[config.mk]
export PLATFORM = sky130hd
export DESIGN_NAME = design1_wrapper
export DESIGN_NICKNAME = d
export VERILOG_FILES = /design/src/rtl/design1_wrapper.sv
export SDC_FILE = /design/constraint.sdc
export NUM_CORES = 1
export LEC_CHECK = 0
export CAP_MARGIN = 20
export CORE_ASPECT_RATIO = 1.5
export CORE_MARGIN = 10
export CORE_UTILIZATION = 53
export CTS_CLUSTER_DIAMETER = 50
export DETAILED_ROUTE_END_ITERATION = 7
export GPL_ROUTABILITY_DRIVEN = 0
export PLACE_DENSITY = 0.9
export SYNTH_ARGS = -nofsm -noshare
export SYNTH_HDL_FRONTEND = slang
export SYNTH_SLANG_ARGS = --single-unit
[constraint.sdc]
create_clock -name ps_clk -period 7.5 [get_ports ps_clk]
set_input_delay 1.5 -clock ps_clk [delete_from_list [all_inputs] [get_ports ps_clk]]
set_output_delay 1.5 -clock ps_clk [all_outputs]
set_load 0.02 [all_outputs]
[src/rtl/design1_wrapper.sv]
// design1_wrapper: AXI4-Lite control/status block for the audio-spectrum datapath.
// Four DMA-style register banks (ch0 I2S S2MM, ch1 FFT TX MM2S, ch2 FFT RX S2MM, ch3 VGA MM2S)
// with ping/pong buffer tracking and per-channel completion interrupts.
//
// Ports:
//   ps_clk, ps_rst            clock, asynchronous active-high reset
//   s_axi_aw*/w*/b*           AXI4-Lite write address, data and response channels
//   s_axi_ar*/r*              AXI4-Lite read address and data channels
//   xfer_done[3:0]            one-cycle completion pulse per channel from the stream movers
//   buf_sel[3:0]              active buffer per channel (0 ping, 1 pong)
//   irq[3:0]                  per-channel level interrupt (IOC_Irq & IOC_IrqEn)
module design1_wrapper #(
    parameter logic [31:0] BASE_ADDR  = 32'h4000_0000,
    parameter int unsigned DATA_WIDTH = 32
) (
    input  logic                  ps_clk,
    input  logic                  ps_rst,
    input  logic [31:0]           s_axi_awaddr,
    input  logic                  s_axi_awvalid,
    output logic                  s_axi_awready,
    input  logic [DATA_WIDTH-1:0] s_axi_wdata,
    input  logic                  s_axi_wvalid,
    output logic                  s_axi_wready,
    output logic [1:0]            s_axi_bresp,
    output logic                  s_axi_bvalid,
    input  logic                  s_axi_bready,
    input  logic [31:0]           s_axi_araddr,
    input  logic                  s_axi_arvalid,
    output logic                  s_axi_arready,
    output logic [DATA_WIDTH-1:0] s_axi_rdata,
    output logic [1:0]            s_axi_rresp,
    output logic                  s_axi_rvalid,
    input  logic                  s_axi_rready,
    input  logic [3:0]            xfer_done,
    output logic [3:0]            buf_sel,
    output logic [3:0]            irq
);

    localparam logic [1:0] RespOkay   = 2'b00;
    localparam logic [1:0] RespSlverr = 2'b10;

    typedef enum logic [1:0] {StHalted, StIdle, StBusy} ch_state_e;

    ch_state_e             st_q   [4];
    logic [3:0]            ien_q;
    logic [3:0]            ioc_q;
    logic [3:0]            bsel_q;
    logic [DATA_WIDTH-1:0] tail_q [4];

    logic                  awready_q, bvalid_q, arready_q, rvalid_q;
    logic [1:0]            bresp_q, rresp_q, rresp_d;
    logic [DATA_WIDTH-1:0] rdata_q, rdata_d;

    logic       wr_fire, wr_win, rd_fire, rd_win;
    logic [1:0] wr_ch, rd_ch;
    logic [3:0] cr_we, sr_we, td_we, done_hit;

    // Only offset bits [7:6] and [4:0] select a register; bit 5 is ignored so each bank
    // answers at both the MM2S (0x00) and S2MM (0x20) layouts.
    logic unused_addr_bits;
    assign unused_addr_bits = ^{s_axi_awaddr[13:8], s_axi_awaddr[5],
                                s_axi_araddr[13:8], s_axi_araddr[5]};

    function automatic logic [31:0] buf_addr(input logic [1:0] ch, input logic pong);
        logic [31:0] base;
        case (ch)
            2'd0:    base = 32'hC000_0000;
            2'd1:    base = 32'h8000_0000;
            2'd2:    base = 32'hC000_8000;
            default: base = 32'h8000_8000;
        endcase
        return base | {17'b0, pong, 14'b0};
    endfunction

    assign wr_fire = awready_q & s_axi_awvalid & s_axi_wvalid;
    assign wr_win  = (s_axi_awaddr[31:16] == BASE_ADDR[31:16]);
    assign wr_ch   = s_axi_awaddr[15:14];
    assign rd_fire = arready_q & s_axi_arvalid;
    assign rd_win  = (s_axi_araddr[31:16] == BASE_ADDR[31:16]);
    assign rd_ch   = s_axi_araddr[15:14];

    always_comb begin
        cr_we    = '0;
        sr_we    = '0;
        td_we    = '0;
        done_hit = '0;
        for (int i = 0; i < 4; i++) begin
            if (wr_fire && wr_win && wr_ch == 2'(i) && s_axi_awaddr[7:6] == 2'b00) begin
                cr_we[i] = (s_axi_awaddr[4:0] == 5'h00);
                sr_we[i] = (s_axi_awaddr[4:0] == 5'h04);
                td_we[i] = (s_axi_awaddr[4:0] == 5'h10);
            end
            // A halt written in the same cycle suppresses the completion entirely.
            done_hit[i] = xfer_done[i] && st_q[i] == StBusy && !(cr_we[i] && !s_axi_wdata[0]);
        end
    end

    // Channel state, control and status flags.
    always_ff @(posedge ps_clk or posedge ps_rst) begin
        if (ps_rst) begin
            for (int i = 0; i < 4; i++) begin
                st_q[i]   <= StHalted;
                tail_q[i] <= '0;
            end
            ien_q  <= '0;
            ioc_q  <= '0;
            bsel_q <= '0;
        end else begin
            for (int i = 0; i < 4; i++) begin
                if (cr_we[i]) ien_q[i] <= s_axi_wdata[12];
                if (td_we[i]) tail_q[i] <= s_axi_wdata;

                if (cr_we[i] && !s_axi_wdata[0]) begin
                    st_q[i] <= StHalted;
                end else if (cr_we[i] && st_q[i] == StHalted) begin
                    st_q[i] <= StIdle;
                end else if (done_hit[i]) begin
                    st_q[i]   <= StIdle;
                    bsel_q[i] <= ~bsel_q[i];
                end else if (td_we[i] && st_q[i] == StIdle) begin
                    st_q[i] <= StBusy;
                end

                // Set beats a simultaneous write-1-to-clear.
                if (done_hit[i]) begin
                    ioc_q[i] <= 1'b1;
                end else if (sr_we[i] && s_axi_wdata[12]) begin
                    ioc_q[i] <= 1'b0;
                end
            end
        end
    end

    // Read data mux; Idle only reads 1 while running.
    always_comb begin
        rdata_d = '0;
        rresp_d = rd_win ? RespOkay : RespSlverr;
        if (rd_win && s_axi_araddr[7:6] == 2'b00) begin
            case (s_axi_araddr[4:0])
                5'h00: rdata_d = {19'b0, ien_q[rd_ch], 11'b0, st_q[rd_ch] != StHalted};
                5'h04: rdata_d = {19'b0, ioc_q[rd_ch], 10'b0, st_q[rd_ch] == StIdle,
                                  st_q[rd_ch] == StHalted};
                5'h08: rdata_d = buf_addr(rd_ch, bsel_q[rd_ch]);
                5'h10: rdata_d = tail_q[rd_ch];
                default: rdata_d = '0;
            endcase
        end
    end

    // AXI handshakes: ready pulses for one cycle, response held until accepted.
    always_ff @(posedge ps_clk or posedge ps_rst) begin
        if (ps_rst) begin
            awready_q <= 1'b0;
            bvalid_q  <= 1'b0;
            bresp_q   <= RespOkay;
            arready_q <= 1'b0;
            rvalid_q  <= 1'b0;
            rresp_q   <= RespOkay;
            rdata_q   <= '0;
        end else begin
            awready_q <= s_axi_awvalid & s_axi_wvalid & ~bvalid_q & ~awready_q;
            if (wr_fire) begin
                bvalid_q <= 1'b1;
                bresp_q  <= wr_win ? RespOkay : RespSlverr;
            end else if (s_axi_bready) begin
                bvalid_q <= 1'b0;
            end

            arready_q <= s_axi_arvalid & ~rvalid_q & ~arready_q;
            if (rd_fire) begin
                rvalid_q <= 1'b1;
                rdata_q  <= rdata_d;
                rresp_q  <= rresp_d;
            end else if (s_axi_rready) begin
                rvalid_q <= 1'b0;
            end
        end
    end

    assign s_axi_awready = awready_q;
    assign s_axi_wready  = awready_q;
    assign s_axi_bvalid  = bvalid_q;
    assign s_axi_bresp   = bresp_q;
    assign s_axi_arready = arready_q;
    assign s_axi_rvalid  = rvalid_q;
    assign s_axi_rdata   = rdata_q;
    assign s_axi_rresp   = rresp_q;
    assign buf_sel       = bsel_q;
    assign irq           = ioc_q & ien_q;

endmodule

# After elaboration in Yosys (flattened, before gate mapping)
# Index checks and enable logic that the tools add are counted.
# W data, S select, Z words.
# classes
order_cmp	2
eq_ne	21
n_mux	59
bitwise_logic	27
reduce_logical	65
# ops
op	n
$mux W32	5
$pmux W32 S4	1
$pmux W31 S3	1
$bmux W32 S2	1
$mux W2	20
$logic_and A1 B1 Y1	34
$eq A16 B15 Y1 const B	2
$or A32 B15 Y32	1
$mux W1	27
$logic_not A2 Y1	9
$not A1 Y1	16
$reduce_bool A4 Y1	4
$eq A2 B1 Y1 const B	7
$eq A2 B2 Y1 const B	7
$reduce_bool A2 Y1	7
$reduce_and A3 Y1	4
$eq A5 B3 Y1 const B	2
$eq A5 B5 Y1 const B	2
$logic_not A5 Y1	2
$and A1 B1 Y1	8
$bmux W1 S2	3
$eq A5 B4 Y1 const B	1
$logic_not A1 Y1	5
$and A4 B4 Y4	1
other kinds (4)	4
# totals
register_bits	188
output_inout_bits	49
elab_cells	201

# Depth between registers and ports, before layout
# Gate-level depths: netlist (run 1).
# depth
depth_word	12
ltp_mapped	7

# Worst setup path after synthesis (run 1)
# No wires, ideal clock.
# synth_timing
kind	in2reg
from	in s_axi_awaddr[7]
to	reg tail_q[105] (netlist name)
setup_ns	0.125
arrival_time_ns	3.525
setup_slack_ns	3.850
path_stages	6
path_cell_list	or4b_1 > or4_1 > buf_6 > nor4_4 > buf_2 > mux2_2
# synth_via
elab_chain_cells	3
# synth_rtl
item	line_no	source
from (decl)	18	input logic [31:0] s_axi_awaddr,
$logic_not A2 Y1	88	if (wr_fire && wr_win && wr_ch == 2'(i) && s_axi_awaddr[7:6] == 2'b00) begin
$logic_and A1 B1 Y1	88	
$mux W1	88	
to (signal, indexed assignment)	111	if (td_we[i]) tail_q[i] <= s_axi_wdata;
to (decl)	48	logic [DATA_WIDTH-1:0] tail_q [4];
# Every way passes these cells.
# A chain may end at the register's enable or synchronous reset.

# Final worst setup path (run 1)
# layout_timing
from	in s_axi_awaddr[7]
to	reg tail_q[30] (netlist name)
# The elaborated chain is that of the path after synthesis.

==> summary.txt, run 1 <==
Clock network
  – Cts bufs inserted: 17
  – CTS tree: yes
  – PostCTS Resize Cnt: 0
  – Worst skew pair latency: about 0.43 ns
  – Post-CTS Repair Setup Buffers: 0
  – Clock buffer depth: 2
  – Worst-path clk slew: approximately 0.070 ns
  – Cts hold-fix bufs: 0
  – H-tree depth: 4
  – CTS Sinks: roughly 190
  – Clock Tree Root: clkbuf_16

Placed design
  – Place WS: 2.73 ns
  – Dpl hpwl: ~14 mm
  – Placed insts: 896
  – Post-DP Area: 9980 um2
  – PortBufs: 139

Floorplan
  – Die ar.: 21400 um2
  – # rows: 56
  – Die width: 123 um
  – Height of the die: between 150 and 200 um
  – I/O pin count: about 160
  – Core area: around 16000 um2
  – Initial core utilization: 0.539

Yosys
  – Post-synthesis mux area share: 0.280
  – Synth warn: 0
  – Largest family of logic cells by synthesized area: multiplexers
  – Seq cells post-synth: between 150 and 200
  – Synthesized area: between 8000 and 9000 um2
  – Compound-Gate Fraction of Synth Area: 0.0717
  – Most frequent cell after synthesis: dfrtp_1
  – Avg Cell Area, Syn: approximately 15 um2
  – Synth top area cells: dfrtp_1 (55%), mux2_2 (17%), mux4_2 (9.1%)
  – Area leader, netlist: dfrtp_1
  – Synth Area in Simple Gates: 0.0652
  – Main synth FF type: dfrtp_1
  – Netlist cell types: 45
  – Cell count after synthesis: between 500 and 600
  – Sequential share of the synthesized area: 0.553
  – Post-synth ARST share: 1.00
  – Post-Synth Adder-Cell Area: 0
  – Number of synthesized flops with an enable pin: 0
  – Synth Area in XOR/XNOR: 0.00416
  – Synth cell count leaders: dfrtp_1 (186), mux2_2 (128), mux4_2 (34)
  – Post-synth top area share: 0.553

Timing
  – Finish-stage setup viols: 0
  – Worst hold slack: approximately 0.5 ns
  – Setup TNS: 0 ns
  – RSZ-0062 raised after global routing: no
  – Worst-Margin Slew: ~0.86 ns
  – Setup ws final: roughly 3.1 ns
  – Final Max Slew Viols: 0
  – Period utilisation layout: 0.581
  – Clock Skew: about 0.013 ns
  – Relative slew slack: 0.426
  – Max frequency: 0.229 GHz
  – Final hold vios: 0
  – Tmin final: around 4.4 ns

Pwr
  – Switching power: between 0.4 and 0.5 mW
  – Leakage: 4.83 nW
  – Power Dens Cells: 191 nW/um2
  – Total power: between 2 and 2.5 mW
  – Part of the power in registers: 0.502
  – Sw Share: 0.229
  – P_int: about 1.6 mW
  – Clock network fraction of total power: 0.424
  – Maximum VDD drop: roughly 0.14 mV
  – Combinational share of power: 0.073

Global routing
  – First-pass GRT wire length: around 34 mm
  – Vias in the first global route: about 6400
  – Initial antenna violation count: 1
  – Grt total ovfl: 0
  – Largest net degree at the start of global routing: between 100 and 150
  – Overall routing resource usage: 0.206

Hold path
  – Worst Hold Class: reg2reg

Routing
  – DRT iter0 DRCs: 390
  – Post-route ant nets: 0
  – Pre-antenna DRT Iters: 5
  – Vias: roughly 5700
  – DRC viols: 0
  – Total wire length: between 20 and 25 mm
  – Via/cell ratio: between 6 and 7
  – Per-cell routed wire length: between 20 and 25 um

Setup path
  – CP Data Required Time: ~8 ns
  – R2R setup slack: 4.33 ns
  – Worst setup EP type: register
  – Startpoint Class: input pin
  – Crit Path Category: in2reg
  – Worst EP arrival: 4.66 ns
  – Worst-path fanout max: 27

Cells and area
  – Final net count: a little over 800
  – Non-Filler Instances: between 900 and 1000
  – Area Growth Syn to Fin: 25.4%
  – Final core utilization: 0.676
  – Post-route cell area: 10600 um2
  – Share of layout cells above drive strength 1: 0.300

Run
  – MaxCap Viol Count: 0

Status
  – Status: complete, no violations
worst max-delay path: stages:
cell             delay (ns)
clkdlybuf4s50_1        0.44
or4b_1                 0.53
or4_1                  0.62
nor4_4                 0.64
buf_4                  0.52
mux2_2                 0.39
placed cells by master (no fill, tap or decap), types with 5 or more instances in the layout:
cell | Yosys | final
mux2_2 | 128 | 128
or4_1 | 6 | 6
nor4_1 | 11 | 10
nor3_1 | 6 | 6
mux2i_1 | 5 | 5
and2_1 | 5 | 5
a32o_1 | 25 | 25
buf_4 | 3 | 9
clkbuf_16 | 0 | 17
dfrtp_1 | 186 | 186
mux2_1 | 9 | 9
clkdlybuf4s50_1 | 0 | 137
inv_6 | 0 | 5
a22o_1 | 5 | 5
nand2_1 | 14 | 14
nand3_1 | 8 | 8
a21oi_1 | 13 | 13
mux4_2 | 34 | 34
or3_1 | 5 | 5
inv_1 | 13 | 12
a31oi_1 | 9 | 9
nor2_1 | 7 | 7
o21ai_0 | 10 | 10
sequential cells by signal, indices dropped and copies added (netlist names), 4 cells and up:
register and count:
buf_sel 4, ien_q 4, ioc_q 4, s_axi_rdata 32, st_q 8, tail_q 128
kinds of logic (layout without fill, tap and decap cells):
group | count (synthesis) | count (layout)
AOI/OAI and AO/OA | 78 | 78
and+or+nand+nor | 84 | 84
muxes | 176 | 176
xor gates and xnor gates | 4 | 4
DFF | 186 | 186
other | 1 | 3
buffers and inverters | 49 | 194
metal layers:
| metal | vias to the layer above | GRT usage | share of wire |
|---|---|---|---|
| met4 | 0 | 0.0842 | 0.023 |
| met1 | 2947 | 0.241 | 0.38 |
| met3 | 31 | 0.0568 | 0.072 |
| li1 | 2476 | - | - |
| met2 | 227 | 0.347 | 0.52 |
| met5 | - | 0 | 0 |
power groups by stage:
stage	registers [mW]	clock network [mW]	logic [mW]
final	1.01	0.855	0.148
after CTS	1.01	0.863	0.148
after detailed placement	1.03	0	0.147
after floorplan	1.04	0	0.0577
after global routing	1.01	0.905	0.160
after global placement	1.03	0	0.141
path summary, 6_finish.rpt:
check                      depth (start not counted)                      to                     from
setup / recovery                                   6  tail_q[30]$_DFFE_PP0P_          s_axi_awaddr[7]
hold / removal                                     1  buf_sel[0]$_DFFE_PP0P_   buf_sel[0]$_DFFE_PP0P_
setup reg to reg                                   5  tail_q[30]$_DFFE_PP0P_  s_axi_awready$_DFF_PP0_
hold reg to reg                                    1  buf_sel[0]$_DFFE_PP0P_   buf_sel[0]$_DFFE_PP0P_
max in group asynchronous                          4  tail_q[37]$_DFFE_PP0P_                   ps_rst
min in group asynchronous                          2  tail_q[25]$_DFFE_PP0P_                   ps_rst
final cells by class:
type                    count  area [um2]
diodes                      1        2.50
flip-flops and latches    186        4650
multi-input cells         344        3560
clock buffers              21         460
well taps                 203         254
inverters                  14        57.6
fillers                  1050        5060
repair buffers            150        1480
clock inverters             9        90.1
No activity file was read; power rests on OpenSTA's default activity.
==> run 2: changes to the inputs <==
CORE_UTILIZATION = 47   (was 53)
PLACE_DENSITY = 0.85   (was 0.9)
clock period = 4 ns   (was 7.5 ns; I/O delays follow)
==> run 2 against run 1 <==
  * Routed wire length is 0.68% lower
  * Non-clock buffer count is 3 higher
  * Sequential power is 88% higher
  * Register-to-register slack worse by 3.0 ns
  * Die area is 11% higher
  * Critical path depth stayed put
  * Clock skew is 0.0051 ns lower
  * Sequential share of layout area is 0.74 points lower
  * Critical endpoint unchanged
  * Clock power is 110% higher
  * Total power is 98% higher
==> summary.txt, run 2 (synthesis gave the netlist of run 1 again) <==
Routing
  – Per-cell routed wire length: 22.7 um
  – Post-route ant nets: 0
  – Pre-antenna DRT Iters: 5
  – Vias: 5584
  – Total wire length: 21.4 mm
  – DRT iter0 DRCs: 361
  – DRC viols: 0
  – Via/cell ratio: ~6

Timing
  – Final hold vios: 0
  – Worst-Margin Slew: ~0.66 ns
  – Setup ws final: ~0.84 ns
  – RSZ-0062 raised after global routing: no
  – Period utilisation layout: 0.791
  – Clock Skew: roughly 0.0077 ns
  – Relative slew slack: 0.562
  – Final Max Slew Viols: 0
  – Finish-stage setup viols: 0
  – Tmin final: approximately 3.2 ns
  – Max frequency: approximately 0.32 GHz
  – Setup TNS: 0 ns

Global routing
  – Met3 Track Usage GR: 0.0479
  – Largest net degree at the start of global routing: 95
  – Grt met2 use: 0.334
  – Met1 Usage GRT: 0.207
  – Overall routing resource usage: 0.184
  – Initial antenna violation count: 0
  – Grt total ovfl: 0
  – First-pass GRT wire length: between 30 and 40 mm
  – Vias in the first global route: 6286
  – Busiest grt layer: met2

Status
  – Status: complete, no violations

Setup path
  – R2R Path End: tail_q[30]$_DFFE_PP0P_
  – CP Data Required Time: 4.30 ns
  – CP Cell Sequence: clkdlybuf4s50_1 -> or4b_1 -> or4_1 -> nor4_4 -> buf_12 -> mux2_2
  – Slowest Stage Delay on Critical Path: 0.63 ns
  – Worst-path fanout max: 32
  – Worst setup EP type: register
  – Worst path slowest cell: or4_1
  – Crit Path Category: in2reg
  – WP buf/inv: 2
  – Startpoint Class: input pin
  – Worst EP arrival: ~3.5 ns
  – Critical path's top delay family: simple AND/OR/NAND/NOR gates
  – Worst reg2reg path startpoint: s_axi_awready$_DFF_PP0_
  – R2R setup slack: about 1.3 ns
  – R2r worst-path depth: 5

Clock network
  – Cts bufs inserted: 17
  – Cts hold-fix bufs: 0
  – Clock buffer depth: 2
  – H-tree depth: 4
  – Clock Tree Root: clkbuf_16
  – Worst-path clk slew: 0.07 ns
  – Post-CTS Repair Setup Buffers: 0
  – CTS Sinks: ~190
  – CTS tree: yes
  – Worst skew pair latency: approximately 0.42 ns
  – PostCTS Resize Cnt: 0

Floorplan
  – Initial core utilization: 0.481
  – Die ar.: roughly 24000 um2
  – Core area: ~17000 um2
  – Height of the die: between 150 and 200 um
  – I/O pin count: roughly 160
  – # rows: 59
  – Die width: 129 um

Cells and area
  – Most frequent cells in the layout: dfrtp_1 (186), clkdlybuf4s50_1 (137), mux2_2 (128)
  – Post-route cell area: between 10000 and 15000 um2
  – Share of layout cells above drive strength 1: 0.305
  – Fillers: 1264
  – Commonest non-fill, non-tap cell in the layout: dfrtp_1
  – Most flops, register: tail_q
  – Area Growth Syn to Fin: 27.5%
  – Final net count: 823
  – Final core utilization: 0.614
  – Max reg flops: 128
  – Ant diodes: 0

Placed design
  – PortBufs: between 100 and 150
  – Dpl hpwl: 14.9 mm
  – Post-DP Area: roughly 10000 um2
  – Place WS: around 0.41 ns

Hold path
  – Hold Path Origin: s_axi_arready$_DFF_PP0_
  – WHS Endpoint: s_axi_arready$_DFF_PP0_
  – Hold Path Depth: 1
  – Worst Hold Class: reg2reg

Pwr
  – Maximum VDD drop: between 0.2 and 0.3 mV
  – Power Dens Cells: 371 nW/um2
  – Leakage: ~4.9 nW
  – Total power: ~4 mW

Run
  – MaxCap Viol Count: 0
## run 2: cell types whose count changed in the layout (fill, tap and decap cells not counted), sizes merged
cell / change
buf: +3
bufinv: +3
clkinv: +1
clkinvlp: -1
diode: -1
inv: -1
## run 2: worst max path at each step
stage	depth (start not counted)	endpoint	startpoint	slack, ns
detailed placement	6	tail_q[22]$_DFFE_PP0P_	s_axi_awaddr[7]	0.41
finish	6	tail_q[30]$_DFFE_PP0P_	s_axi_awaddr[7]	0.84
floorplan	1	buf_sel[0]$_DFFE_PP0P_	ps_rst	0.81
global placement	6	tail_q[22]$_DFFE_PP0P_	s_axi_awaddr[7]	0.49
global route	6	tail_q[46]$_DFFE_PP0P_	s_axi_awaddr[7]	0.75
CTS	6	tail_q[30]$_DFFE_PP0P_	s_axi_awaddr[7]	0.85
## run 2: stage by stage
stage / cells / hold slack, ns
floorplan: 579 / 0.452
global placement: 910 / 0.444
detailed placement: 910 / 0.469
CTS: 942 / 0.478
global route: 942 / 0.494
finish: 942 / 0.476
## run 2: area by class of cell
cell class	instances	area (um2)	share of cell area
timing repair buffer	153	1560	0.145
clock inverter	11	181	0.0169
tap	213	267	0.0248
inverter	14	56.3	0.00524
multi-input combinational	344	3560	0.332
sequential	186	4650	0.433
clock buffer	21	460	0.0429
## run 2: worst reg2reg max path, stage by stage (launching register included)
cell and delay (ns):
dfrtp_1 0.41, or4b_1 0.45, or4_1 0.63, nor4_4 0.40, buf_12 0.28, mux2_2 0.39
## run 2: routing by layer
metal | share of wire | up-vias
met5 | 0 | -
met4 | 0.013 | 0
met3 | 0.066 | 20
met2 | 0.55 | 188
met1 | 0.37 | 2899
li1 | - | 2477
## run 2: power breakdown
part	internal (mW)	switching [mW]	leakage [nW]
Sequential	1.89	0.00848	2.57
Clock	1.09	0.716	0.313
Combinational	0.133	0.146	2.02
==> run 3: changes to the inputs <==
CORE_UTILIZATION = 53   (was 47)
PLACE_DENSITY = 0.9   (was 0.85)
clock period = 3.2 ns   (was 4 ns; I/O delays follow)
==> run 3 against run 2 <==
  * Sequential cell count unchanged
  * Sequential power grew 25%
  * Cell area barely moved
  * Clock power is 10% higher
  * Critical endpoint is now tail_q[63]$_DFFE_PP0P_
  * Largest cell class unchanged
  * Highest routed layer unchanged
==> summary.txt, run 3 (synthesis gave the netlist of run 1 again) <==
Timing
  – RSZ-0062 raised after global routing: no
  – Clock Skew: ~0.0066 ns
  – Final hold vios: 0
  – Finish-stage setup viols: 0
  – Worst-Margin Slew: a little over 0.8 ns
  – Period utilisation layout: 0.891
  – Max frequency: 0.351 GHz
  – Final Max Slew Viols: 0
  – Setup TNS: 0 ns
  – Relative slew slack: 0.461
  – Tmin final: between 2 and 3 ns

Cells and area
  – Share of layout cells above drive strength 1: 0.316
  – Commonest non-fill, non-tap cell in the layout: dfrtp_1
  – Max reg flops: ~130
  – Most flops, register: tail_q
  – Most frequent cells in the layout: dfrtp_1 (186), clkdlybuf4s50_1 (137), mux2_2 (128)
  – Post-route cell area: roughly 11000 um2
  – Final net count: about 830
  – Area Growth Syn to Fin: 27.5%

Floorplan
  – Die ar.: between 20000 and 25000 um2
  – Initial core utilization: 0.539
  – Height of the die: ~170 um
  – # rows: 56
  – Die width: around 120 um
  – Core area: approximately 16000 um2
  – I/O pin count: about 160

Clock network
  – Worst skew pair latency: roughly 0.42 ns
  – Cts hold-fix bufs: 0
  – PostCTS Resize Cnt: 0
  – Clock Tree Root: clkbuf_16
  – CTS tree: yes
  – Worst-path clk slew: approximately 0.070 ns
  – Post-CTS Repair Setup Buffers: 0
  – Clock buffer depth: 2
  – Cts bufs inserted: 17
  – H-tree depth: 4
  – CTS Sinks: 186

Setup path
  – CP Cell Sequence: clkdlybuf4s50_1 -> or4b_1 -> or4_1 -> buf_4 -> nor4_4 -> buf_12 -> mux2_2
  – Worst path slowest cell: or4b_1
  – CP Data Required Time: 3.50 ns
  – R2R setup slack: 0.66 ns
  – R2r worst-path depth: 6
  – Worst reg2reg path startpoint: s_axi_awready$_DFF_PP0_
  – Worst-path fanout max: 33
  – R2R Path End: tail_q[63]$_DFFE_PP0P_
  – Worst EP arrival: ~3.2 ns
  – Worst setup EP type: register
  – Startpoint Class: input pin
  – Crit Path Category: in2reg
  – Slowest Stage Delay on Critical Path: ~0.50 ns

Routing
  – DRC viols: 0
  – Pre-antenna DRT Iters: 5
  – DRT iter0 DRCs: between 300 and 400
  – Per-cell routed wire length: between 20 and 25 um
  – Post-route ant nets: 0
  – Total wire length: 21.7 mm
  – Vias: between 5000 and 6000
  – Via/cell ratio: 6.19

Pwr
  – Total power: 4.73 mW
  – Leakage: 4.91 nW
  – Power Dens Cells: 441 nW/um2
  – Maximum VDD drop: between 0.3 and 0.4 mV

Global routing
  – Vias in the first global route: 6519
  – Overall routing resource usage: 0.205
  – Largest net degree at the start of global routing: between 100 and 150
  – Grt total ovfl: 0
  – Initial antenna violation count: 2
  – First-pass GRT wire length: 34.5 mm

Hold path
  – Hold Path Depth: 1
  – Hold Path Origin: s_axi_arready$_DFF_PP0_
  – WHS Endpoint: s_axi_arready$_DFF_PP0_
  – Worst Hold Class: reg2reg

Placed design
  – PortBufs: 139
  – Dpl hpwl: between 10 and 15 mm
  – Post-DP Area: 10200 um2

Status
  – Status: complete, no violations

Run
  – MaxCap Viol Count: 0
## run 3: changes by cell type in the layout (fill, tap and decap cells not counted), sizes merged
cell / previous run / this run
diode: 0 / 2
bufinv: 4 / 0
clkinvlp: 1 / 3
clkbuf: 21 / 20
buf: 16 / 25
clkinv: 3 / 6
## run 3: where the power goes
part | switching (mW) | internal (mW) | leakage [nW]
sequential | 0.0106 | 2.36 | 2.57
combinational | 0.186 | 0.168 | 2.06
clock | 0.921 | 1.08 | 0.280
total | 1.12 | 3.61 | 4.91
## run 3: how the worst max path moves through the flow
| stage | startpoint | end | slack (ns) | depth (start not counted) |
|---|---|---|---|---|
| 6_report | s_axi_awaddr[7] | tail_q[63]$_DFFE_PP0P_ | 0.35 | 7 |
| 4_1_cts | s_axi_awaddr[7] | tail_q[63]$_DFFE_PP0P_ | 0.37 | 7 |
| 5_1_grt | s_axi_awaddr[7] | tail_q[63]$_DFFE_PP0P_ | 0.22 | 7 |
| 2_1_floorplan | ps_rst | buf_sel[0]$_DFFE_PP0P_ | 0.17 | 1 |
| 3_5_place_dp | s_axi_awaddr[7] | tail_q[83]$_DFFE_PP0P_ | -0.06 | 7 |
| 3_3_place_gp | s_axi_awaddr[7] | tail_q[59]$_DFFE_PP0P_ | -0.04 | 7 |
## run 3: through the flow
step                std cells  hold slack [ns]   util  worst slack [ns]
detailed placement        909            0.453  0.650           -0.0641
floorplan                 579            0.452      -             0.167
CTS                       941            0.464  0.687             0.369
global placement          909            0.443  0.650           -0.0421
global route              943            0.484  0.687             0.218
finish                    943            0.463  0.687             0.348
## run 3: cell type report
cell class	count	area, um2
fillers	1023	4890
flip-flops and latches	186	4650
multi-input cells	344	3560
repair buffers	162	1630
clock buffers	20	467
well taps	203	254
clock inverters	12	111
inverters	14	56.3
diodes	2	5.00
## run 3: metal layers
| layer | track usage | vias up | share of wire | wire [um] |
|---|---|---|---|---|
| met4 | 0.0842 | 0 | 0.024 | 530 |
| met3 | 0.0509 | 50 | 0.060 | 1290 |
| met2 | 0.358 | 215 | 0.54 | 11700 |
| met5 | 0 | - | 0 | 0 |
| met1 | 0.230 | 3068 | 0.38 | 8200 |
| li1 | - | 2503 | - | - |
## run 3: worst max-delay path: cells and delay by family
| kind | cells | cell delay (ns) |
|---|---|---|
| buf+inv | 3 | 0.90 |
| simple gates | 3 | 1.20 |
| mux | 1 | 0.39 |
